<file path="src/rtl/instruction_fetch_stage_pkg.sv">
// Shared definitions for the instruction fetch stage: FSM state encoding,
// word width and the reset/NOP defaults used by the top and the PC register.
package instruction_fetch_stage_pkg;

    localparam int INSTR_W = 32;

    localparam logic [INSTR_W-1:0] DEFAULT_PC_RESET  = 32'h0000_0000;
    localparam logic [INSTR_W-1:0] DEFAULT_NOP_INSTR = 32'h0000_0000;

    localparam logic [INSTR_W-1:0] PC_STEP       = 32'd4;
    localparam logic [INSTR_W-1:0] PC_ALIGN_MASK = {{(INSTR_W-2){1'b1}}, 2'b00};

    typedef enum logic [1:0] {
        IDLE  = 2'd0,
        REQ   = 2'd1,
        HOLD  = 2'd2,
        DRAIN = 2'd3
    } fetch_state_e;

endpackage

</file>
<file path="src/rtl/instruction_fetch_stage_pc_reg.sv">
// Program counter register with +4 incrementer and redirect mux; redirect
// targets are forced to word alignment and wins over sequential advance.
module if_pc_reg
    import instruction_fetch_stage_pkg::*;
#(
    parameter logic [INSTR_W-1:0] PC_RESET = DEFAULT_PC_RESET
) (
    input  logic               clk,
    input  logic               rst,
    input  logic               advance,
    input  logic               redirect,
    input  logic [INSTR_W-1:0] redirect_target,
    output logic [INSTR_W-1:0] pc,
    output logic [INSTR_W-1:0] pc_plus4
);

    logic [INSTR_W-1:0] pc_q;
    logic [INSTR_W-1:0] pc_d;

    always_comb begin
        pc_d = pc_q;
        if (redirect) begin
            pc_d = redirect_target & PC_ALIGN_MASK;
        end else if (advance) begin
            pc_d = pc_plus4;
        end
    end

    always_ff @(posedge clk or posedge rst) begin
        if (rst) begin
            pc_q <= PC_RESET;
        end else begin
            pc_q <= pc_d;
        end
    end

    // Natural 32-bit overflow gives the required wrap from 0xFFFF_FFFC to 0.
    assign pc       = pc_q;
    assign pc_plus4 = pc_q + PC_STEP;

endmodule

</file>
<file path="src/rtl/instruction_fetch_stage.sv">
// Instruction fetch stage: request/response FSM towards instruction memory with
// stall hold buffer and branch redirect/drain. Optional performance counters
// are built when the macro IF_PERF_CNT_EN is defined.
module instruction_fetch_stage
    import instruction_fetch_stage_pkg::*;
#(
    parameter logic [INSTR_W-1:0] PC_RESET  = DEFAULT_PC_RESET,
    parameter logic [INSTR_W-1:0] NOP_INSTR = DEFAULT_NOP_INSTR
) (
    input  logic               Clk,
    input  logic               Rst,
    input  logic               Stall,
    input  logic               Branch_taken,
    input  logic [INSTR_W-1:0] Branch_target,
    input  logic [INSTR_W-1:0] imem_rdata,
    input  logic               imem_ready,
    output logic               imem_req,
    output logic [INSTR_W-1:0] imem_addr,
    output logic [INSTR_W-1:0] PCAdder_out,
    output logic [INSTR_W-1:0] Instruction_out,
    output logic               fetch_valid,
    output logic               IFID_flush
`ifdef IF_PERF_CNT_EN
    ,
    output logic [31:0]        fetch_count,
    output logic [31:0]        bubble_count
`endif
);

    fetch_state_e       state_q, state_d;
    logic               fetch_valid_q, fetch_valid_d;
    logic [INSTR_W-1:0] instr_q, instr_d;
    logic [INSTR_W-1:0] pc_adder_q, pc_adder_d;
    logic [INSTR_W-1:0] hold_buf_q, hold_buf_d;
    logic [INSTR_W-1:0] drain_addr_q, drain_addr_d;

    logic               pc_advance;
    logic               redirect;
    logic               deliver;
    logic [INSTR_W-1:0] pc;
    logic [INSTR_W-1:0] pc_plus4;

    if_pc_reg #(
        .PC_RESET (PC_RESET)
    ) u_pc_reg (
        .clk             (Clk),
        .rst             (Rst),
        .advance         (pc_advance),
        .redirect        (redirect),
        .redirect_target (Branch_target),
        .pc              (pc),
        .pc_plus4        (pc_plus4)
    );

    always_comb begin
        state_d       = state_q;
        fetch_valid_d = fetch_valid_q;
        instr_d       = instr_q;
        pc_adder_d    = pc_adder_q;
        hold_buf_d    = hold_buf_q;
        drain_addr_d  = drain_addr_q;
        redirect      = 1'b0;
        deliver       = 1'b0;
        pc_advance    = 1'b0;

        case (state_q)
            IDLE: begin
                state_d = REQ;
            end
            REQ: begin
                if (Branch_taken) begin
                    redirect      = 1'b1;
                    fetch_valid_d = 1'b0;
                    instr_d       = NOP_INSTR;
                    hold_buf_d    = '0;
                    // Memory still owes us a response for the old PC; wait it out.
                    if (!imem_ready) begin
                        state_d      = DRAIN;
                        drain_addr_d = pc;
                    end
                end else if (imem_ready && !Stall) begin
                    deliver = 1'b1;
                    instr_d = imem_rdata;
                end else if (imem_ready) begin
                    hold_buf_d = imem_rdata;
                    state_d    = HOLD;
                end else if (!Stall) begin
                    fetch_valid_d = 1'b0;
                    instr_d       = NOP_INSTR;
                end
            end
            HOLD: begin
                if (Branch_taken) begin
                    redirect      = 1'b1;
                    fetch_valid_d = 1'b0;
                    instr_d       = NOP_INSTR;
                    hold_buf_d    = '0;
                    state_d       = REQ;
                end else if (!Stall) begin
                    deliver    = 1'b1;
                    instr_d    = hold_buf_q;
                    hold_buf_d = '0;
                    state_d    = REQ;
                end
            end
            DRAIN: begin
                fetch_valid_d = 1'b0;
                instr_d       = NOP_INSTR;
                redirect      = Branch_taken;
                if (imem_ready) begin
                    state_d = REQ;
                end
            end
            default: begin
                state_d = IDLE;
            end
        endcase

        if (deliver) begin
            fetch_valid_d = 1'b1;
            pc_adder_d    = pc_plus4;
            pc_advance    = 1'b1;
        end
    end

    always_ff @(posedge Clk or posedge Rst) begin
        if (Rst) begin
            state_q       <= IDLE;
            fetch_valid_q <= 1'b0;
            instr_q       <= NOP_INSTR;
            pc_adder_q    <= '0;
            hold_buf_q    <= '0;
            drain_addr_q  <= '0;
        end else begin
            state_q       <= state_d;
            fetch_valid_q <= fetch_valid_d;
            instr_q       <= instr_d;
            pc_adder_q    <= pc_adder_d;
            hold_buf_q    <= hold_buf_d;
            drain_addr_q  <= drain_addr_d;
        end
    end

    // During DRAIN the PC already holds the target, so the in-flight address is kept aside.
    assign imem_req        = (state_q == REQ) || (state_q == DRAIN);
    assign imem_addr       = (state_q == DRAIN) ? drain_addr_q : pc;
    assign IFID_flush      = Branch_taken && (state_q != IDLE);
    assign fetch_valid     = fetch_valid_q;
    assign Instruction_out = instr_q;
    assign PCAdder_out     = pc_adder_q;

`ifdef IF_PERF_CNT_EN
    logic [31:0] fetch_count_q, fetch_count_d;
    logic [31:0] bubble_count_q, bubble_count_d;

    always_comb begin
        fetch_count_d  = fetch_count_q;
        bubble_count_d = bubble_count_q;
        if (deliver && (fetch_count_q != 32'hFFFF_FFFF)) begin
            fetch_count_d = fetch_count_q + 32'd1;
        end
        if ((state_q != IDLE) && !fetch_valid_q && (bubble_count_q != 32'hFFFF_FFFF)) begin
            bubble_count_d = bubble_count_q + 32'd1;
        end
    end

    always_ff @(posedge Clk or posedge Rst) begin
        if (Rst) begin
            fetch_count_q  <= '0;
            bubble_count_q <= '0;
        end else begin
            fetch_count_q  <= fetch_count_d;
            bubble_count_q <= bubble_count_d;
        end
    end

    assign fetch_count  = fetch_count_q;
    assign bubble_count = bubble_count_q;
`endif

endmodule

</file>
<file path="config.mk">
export PLATFORM = sky130hd
export DESIGN_NAME = instruction_fetch_stage
export DESIGN_NICKNAME = d
export VERILOG_FILES = /design/src/rtl/instruction_fetch_stage_pkg.sv /design/src/rtl/instruction_fetch_stage_pc_reg.sv /design/src/rtl/instruction_fetch_stage.sv
export SDC_FILE = /design/constraint.sdc
export NUM_CORES = 1
export LEC_CHECK = 0
export CAP_MARGIN = 20
export CELL_PAD_IN_SITES_DETAIL_PLACEMENT = 0
export CELL_PAD_IN_SITES_GLOBAL_PLACEMENT = 1
export CORE_MARGIN = 8
export CORE_UTILIZATION = 35
export CTS_CLUSTER_SIZE = 10
export DETAILED_ROUTE_END_ITERATION = 12
export HOLD_SLACK_MARGIN = 0.03
export PLACE_DENSITY_LB_ADDON = 0.1
export SLEW_MARGIN = 10
export SYNTH_ARGS = -nofsm -noshare
export SYNTH_HDL_FRONTEND = slang
export SYNTH_SLANG_ARGS = --single-unit
</file>
<file path="constraint.sdc">
create_clock -name Clk -period 4.95 [get_ports Clk]
set_input_delay 0.7425 -clock Clk [delete_from_list [all_inputs] [get_ports Clk]]
set_output_delay 0.7425 -clock Clk [all_outputs]
set_load 0.02 [all_outputs]
</file>
==> flow_summary.json, run 1 <==
{
  "n_antenna_cell": 0,
  "worstHoldStart": "hold_buf_q[31]",
  "max_freq_mhz": 278,
  "whs_path_depth": 2,
  "dp_hpwl_um": 14100,
  "grt_usage": 0.159,
  "path_max_fanout": 11,
  "drive_gt1_frac": 0.141,
  "synth_edf_count": 0,
  "post-synth-top-area-fraction": 0.526,
  "cts_resized": 0,
  "die_x_um": 162,
  "slew_viol_final": 0,
  "worstPathCellList": "clkdlybuf4s50_1 > nand2b_1 > inv_1 > clkdlybuf4s50_1",
  "clk_pin_slew_worst_paths_ns": 0.06,
  "yosysWarningCount": 0,
  "ctsRootBufferMaster": "clkbuf_16",
  "synthArstFlopShare": 1.00,
  "synth.avg_cell_area_um2": 10.3,
  "yosys_most_used_dff": "dfrtp_1",
  "holdPathEnd": "hold_buf_q[31]",
  "end_kind": "output pin",
  "critPathMaxStageDelay_ns": 0.77,
  "fillers": 2001,
  "fin_skew_ns": 0.0109,
  "synth-seq-area-share": 0.526,
  "critPathLaunchType": "input pin",
  "synth-seq-cells": 157,
  "peakVddDrop_mv": 0.304,
  "area_growth_pct": 32.0,
  "setup_violations": 0,
  "cts_tree": "done",
  "rsz0062_at_grt": "no",
  "synth_area_leader_cell": "dfrtp_1",
  "vias_per_cell": 5.07,
  "r2r_end": "u_pc_reg.pc[11]",
  "fin_crit_ns": 3.59,
  "tightest_slew_ns": 1.02,
  "synth_area_um2": 7480,
  "postRouteAntennaNets": 0,
  "htree_levels": 4,
  "cts_hold_buffers": 0,
  "drt_iter0_markers": 289,
  "worstSetupPathDepth": 4,
  "rows": 53,
  "final_area_um2": 9870,
  "critical-path-slowest-cell": "clkdlybuf4s50_1",
  "final_net_count": 929,
  "ioPinCount": 168,
  "r2r_setup_slack_ns": 1.76,
  "grt_first_pass_wirelength_um": 33500,
  "cp.required_ns": 4.21,
  "first_pass_iters": 4,
  "drcViolationCount": 0,
  "syn-instance-count": 725,
  "cts.sink_count": 157,
  "synth_cell_types": 48,
  "worstPathArrival_ns": 2.85,
  "port_buffers": 161,
  "critPathBufInv": 3,
  "critPathKind": "in2out",
  "drv_cap": 0,
  "tns_ns": 0,
  "clk-insertion-delay-late_ns": 0.42,
  "finalHoldViolCount": 0,
  "p_per_area_nw_per_um2": 601,
  "grt_max_degree": 100,
  "leakage_nw": 4.06,
  "holdCritPathClass": "reg2reg",
  "placed_area_um2": 9270,
  "slew_headroom": 0.319,
  "p_total_mw": 5.93,
  "die_height_um": 162,
  "cts_buffers": 17,
  "grt_pass1_vias": 6145,
  "die_area_um2": 26300,
  "outcome": "finished clean",
  "place_ws_ns": 1.30,
  "num_vias": 5783,
  "grt-ovfl-total": 0,
  "start_util": 0.356,
  "cts_max_path_buffers": 2,
  "core_area_um2": 21000,
  "rr_worst_depth": 7,
  "postCtsSetupBuffers": 0,
  "cp_common_cell": "clkdlybuf4s50_1",
  "antenna_found_initial": 0,
  "wl_per_cell_um": 18.1,
  "routabilityCongestion": 0.753,
  "setup_ws_ns": 1.36,
  "timing.rr.start": "state_q[0]",
  "period_share": 0.726,
  "synth.top_cells.by_area": "dfrtp_1, mux2_2, nand2_1, o21ai_0, a22oi_1",
  "crit_family": "buffers and inverters",
  "routed_wl_um": 20600
}
power by group:
group          switching [mW]  internal (mW)  leakage (nW)  total, mW
Combinational            1.30           1.16          1.75       2.47
Clock                   0.516          0.841         0.294       1.36
Sequential              0.378           1.73          2.02       2.11
Total                    2.20           3.73          4.06       5.93
worst min-delay path, stage by stage (launching register included):
cell and delay, ns:
dfrtp_1 0.34, nand2_1 0.04, o21ai_0 0.06
worst max path at each step:
| stage | start | endpoint | slack [ns] |
|---|---|---|---|
| detailed placement | Branch_taken | IFID_flush | 1.30 |
| global route | Branch_taken | IFID_flush | 1.19 |
| global placement | Branch_taken | IFID_flush | 1.37 |
| floorplan | Rst | Instruction_out[0] | 2.22 |
| CTS | Branch_taken | IFID_flush | 1.31 |
| finish | Branch_taken | IFID_flush | 1.36 |
synthesized netlist by cell type, types with 3 or more instances:
library cell	instances
dfrtp_1	157
nand2_1	138
o21ai_0	72
mux2_2	61
o21ai_1	48
a22oi_1	47
clkbuf_1	35
xor2_1	22
buf_2	18
nand3_1	14
a221o_1	10
nand4_1	9
nor2_1	8
ha_1	6
inv_1	6
nor3_1	6
xnor2_1	6
and3_1	5
and4_1	5
buf_4	5
and2_1	4
buf_6	4
a21oi_1	3
a21oi_2	3
or2_2	3
cell usage in the layout, fill, tap and decap left out, types with 2 or more instances in the layout:
master | synthesis | layout
nor4_4 | 2 | 2
and2_1 | 4 | 4
mux2_2 | 61 | 61
o21ai_1 | 48 | 48
nor2_1 | 8 | 7
xnor2_1 | 6 | 6
dfrtp_1 | 157 | 157
clkbuf_1 | 35 | 3
nand3_1 | 14 | 14
clkdlybuf4s50_1 | 0 | 161
o311ai_1 | 2 | 2
ha_2 | 0 | 2
clkinvlp_4 | 0 | 2
clkbuf_16 | 0 | 17
and3_1 | 5 | 5
bufinv_16 | 0 | 4
buf_4 | 5 | 8
a21o_1 | 2 | 2
conb_1 | 1 | 4
nand4_1 | 9 | 9
a22oi_1 | 47 | 47
a21oi_2 | 3 | 3
and4_1 | 5 | 5
nor3_1 | 6 | 5
xor2_1 | 22 | 22
or2_2 | 3 | 3
clkinv_4 | 0 | 3
clkinv_2 | 0 | 3
a21oi_1 | 3 | 3
nor3b_2 | 2 | 2
nand2b_1 | 2 | 2
nand2_1 | 138 | 138
inv_1 | 6 | 5
nor2_2 | 1 | 2
o21ai_0 | 72 | 72
mux2i_1 | 2 | 2
a221o_1 | 10 | 10
ha_1 | 6 | 4
per-stage QoR:
stage	std cells	util	hold WS, ns
3_3_place_gp	1109	0.440	0.462
6_report	1141	0.470	0.476
4_1_cts	1141	0.470	0.485
5_1_grt	1141	0.470	0.510
3_5_place_dp	1110	0.441	0.470
2_1_floorplan	728	-	0.450
flip-flops by register name, summed over array words and instances (netlist names):
signal / count
hold_buf_q: 32
PCAdder_out: 30
state_q: 2
u_pc_reg.pc: 30
fetch_valid: 1
drain_addr_q: 30
Instruction_out: 32
logic make-up (layout without fill, tap and decap cells):
family          Yosys count  count (layout)  share of synthesized area
buf+inv                  70             208                     0.0449
other cells               1               4                   0.000502
compound gates          192             192                      0.157
simple gates            208             208                      0.135
fa+ha+maj                 6               6                     0.0100
xor+xnor                 28              28                     0.0328
mux                      63              63                     0.0946
flops                   157             157                      0.526
area by class of cell:
| class | count | area, µm² | area share |
|---|---|---|---|
| Inverter | 6 | 26.3 | 0.00266 |
| Timing Repair Buffer | 171 | 1710 | 0.173 |
| Sequential cell | 157 | 3930 | 0.398 |
| Tap cell | 275 | 344 | 0.0349 |
| Multi-Input combinational cell | 501 | 3260 | 0.330 |
| Clock inverter | 11 | 169 | 0.0171 |
| Clock buffer | 20 | 437 | 0.0442 |
routing by layer:
layer,vias up,part of all wire,GRT usage
met5,-,0,0
met4,0,0.0062,0.0337
met3,8,0.068,0.0534
met2,135,0.48,0.267
met1,2841,0.44,0.196
li1,2799,-,-
Power figures use the tool's default switching activity.
==> inputs of run 2 (changes only) <==
--- a/config.mk
+++ b/config.mk
@@ -9,7 +9,7 @@
 export CELL_PAD_IN_SITES_DETAIL_PLACEMENT = 0
 export CELL_PAD_IN_SITES_GLOBAL_PLACEMENT = 1
 export CORE_MARGIN = 8
-export CORE_UTILIZATION = 35
+export CORE_UTILIZATION = 39
 export CTS_CLUSTER_SIZE = 10
 export DETAILED_ROUTE_END_ITERATION = 12
 export HOLD_SLACK_MARGIN = 0.03
==> constraint.sdc (replaced) <==
create_clock -name Clk -period 3.8 [get_ports Clk]
set_input_delay 0.57 -clock Clk [delete_from_list [all_inputs] [get_ports Clk]]
set_output_delay 0.57 -clock Clk [all_outputs]
set_load 0.02 [all_outputs]
==> run 2 against run 1 <==
Global-route usage is 0.97 points higher. Wire length is 2.9% lower. Combinational power is 30% higher. Critical path type is now reg2reg.
==> flow_summary.json, run 2 (same netlist as run 1, synthesis figures left out) <==
{
  "critPathMaxStageDelay_ns": 0.82,
  "end_kind": "flop",
  "period_share": 0.770,
  "rows": 50,
  "grt_usage": 0.169,
  "worstPathArrival_ns": 3.24,
  "grt_pass1_vias": 6013,
  "clk_pin_slew_worst_paths_ns": 0.06,
  "whs_path_depth": 1,
  "holdCritPathClass": "reg2reg",
  "setup_violations": 0,
  "crit_family": "adder cells",
  "path_max_fanout": 39,
  "layout_commonest_cell": "clkdlybuf4s50_1",
  "drt_iter0_markers": 260,
  "die_height_um": 154,
  "drive_gt1_frac": 0.146,
  "max_freq_mhz": 342,
  "grt_first_pass_wirelength_um": 32100,
  "cts_resized": 0,
  "port_buffers": 161,
  "finalHoldViolCount": 0,
  "area_growth_pct": 31.8,
  "postCtsSetupBuffers": 0,
  "peakVddDrop_mv": 0.311,
  "routabilityCongestion": 0.792,
  "critical-path-slowest-cell": "ha_2",
  "r2r_setup_slack_ns": 0.88,
  "rr_worst_depth": 8,
  "critPathKind": "reg2reg",
  "rsz0062_at_grt": "no",
  "cts.sink_count": 157,
  "tns_ns": 0,
  "worstPathCellList": "inv_1 > ha_2 > a21oi_2 > or4b_4 > buf_4 > a21oi_1 > o21ai_0 > o311ai_1",
  "drv_cap": 0,
  "n_antenna_cell": 0,
  "drcViolationCount": 0,
  "start_util": 0.398,
  "num_vias": 5809,
  "die_x_um": 154,
  "wl_per_cell_um": 18.1,
  "leakage_nw": 4.08,
  "fin_util": 0.525,
  "clk-insertion-delay-late_ns": 0.42,
  "vias_per_cell": 5.26,
  "tightest_slew_ns": 1.01,
  "cp.required_ns": 4.12,
  "final_net_count": 933,
  "antenna_found_initial": 0,
  "critPathLaunchType": "flop",
  "critPathBufInv": 2,
  "ctsRootBufferMaster": "clkbuf_16",
  "outcome": "finished clean",
  "slew_headroom": 0.324,
  "fin_crit_ns": 2.92,
  "slew_viol_final": 0,
  "core_area_um2": 18800,
  "cts_hold_buffers": 0,
  "die_area_um2": 23900,
  "worstSetupPathDepth": 8,
  "grt_max_degree": 158,
  "fin_skew_ns": 0.0110,
  "final_cell_mix": "clkdlybuf4s50_1, dfrtp_1, nand2_1, o21ai_0, mux2_2",
  "cts_max_path_buffers": 2,
  "grt-ovfl-total": 0,
  "htree_levels": 4,
  "postRouteAntennaNets": 0,
  "p_per_area_nw_per_um2": 786,
  "first_pass_iters": 7,
  "cts_tree": "done",
  "cts_buffers": 17,
  "dp_hpwl_um": 13500,
  "ioPinCount": 168,
  "routed_wl_um": 20000
}
-- run 2: worst register-to-register path: cells and delay by family (launching register included) --
family	cells	cell delay, ns
adders and majority gates	1	0.82
and+or+nand+nor	1	0.71
buffers and inverters	2	0.47
AOI/OAI and AO/OA	4	0.42
DFF	1	0.41
-- run 2: final timing paths --
kind | start | endpoint
worst max-delay path | state_q[0] | u_pc_reg.pc[8]
worst min-delay path | PCAdder_out[3] | PCAdder_out[3]
worst max register to register | state_q[0] | u_pc_reg.pc[8]
worst min register to register | PCAdder_out[3] | PCAdder_out[3]
max in group asynchronous | Rst | u_pc_reg.pc[4]
min in group asynchronous | Rst | drain_addr_q[29]
-- run 2: where the power goes --
part | total [mW] | internal, mW | switching (mW)
Clock | 1.80 | 1.09 | 0.701
Sequential | 2.72 | 2.25 | 0.475
Combinational | 3.22 | 1.52 | 1.70
-- run 2: through the flow --
stage | power (mW) | setup slack (ns) | hold WS [ns] | cells | area (µm²)
detailed placement | 6.03 | 0.583 | 0.466 | 1073 | 9230
floorplan | 4.66 | 1.24 | 0.450 | 728 | 7490
global placement | 5.95 | 0.579 | 0.463 | 1073 | 9230
finish | 7.74 | 0.875 | 0.478 | 1105 | 9850
CTS | 7.84 | 0.830 | 0.480 | 1105 | 9850
global route | 8.21 | 0.614 | 0.500 | 1105 | 9850
-- run 2: per-layer routing --
| metal | track usage | routed length, µm | up-vias |
|---|---|---|---|
| met2 | 0.292 | 10200 | 140 |
| met5 | 0 | 0 | - |
| met1 | 0.202 | 8400 | 2840 |
| li1 | - | - | 2811 |
| met4 | 0.0504 | 206 | 0 |
| met3 | 0.0468 | 1230 | 18 |
-- run 2: area by class of cell --
type	count	area [µm²]
fillers	1683	8910
flip-flops and latches	157	3930
multi-input cells	501	3250
repair buffers	175	1730
clock buffers	21	470
well taps	234	293
clock inverters	11	155
inverters	6	26.3
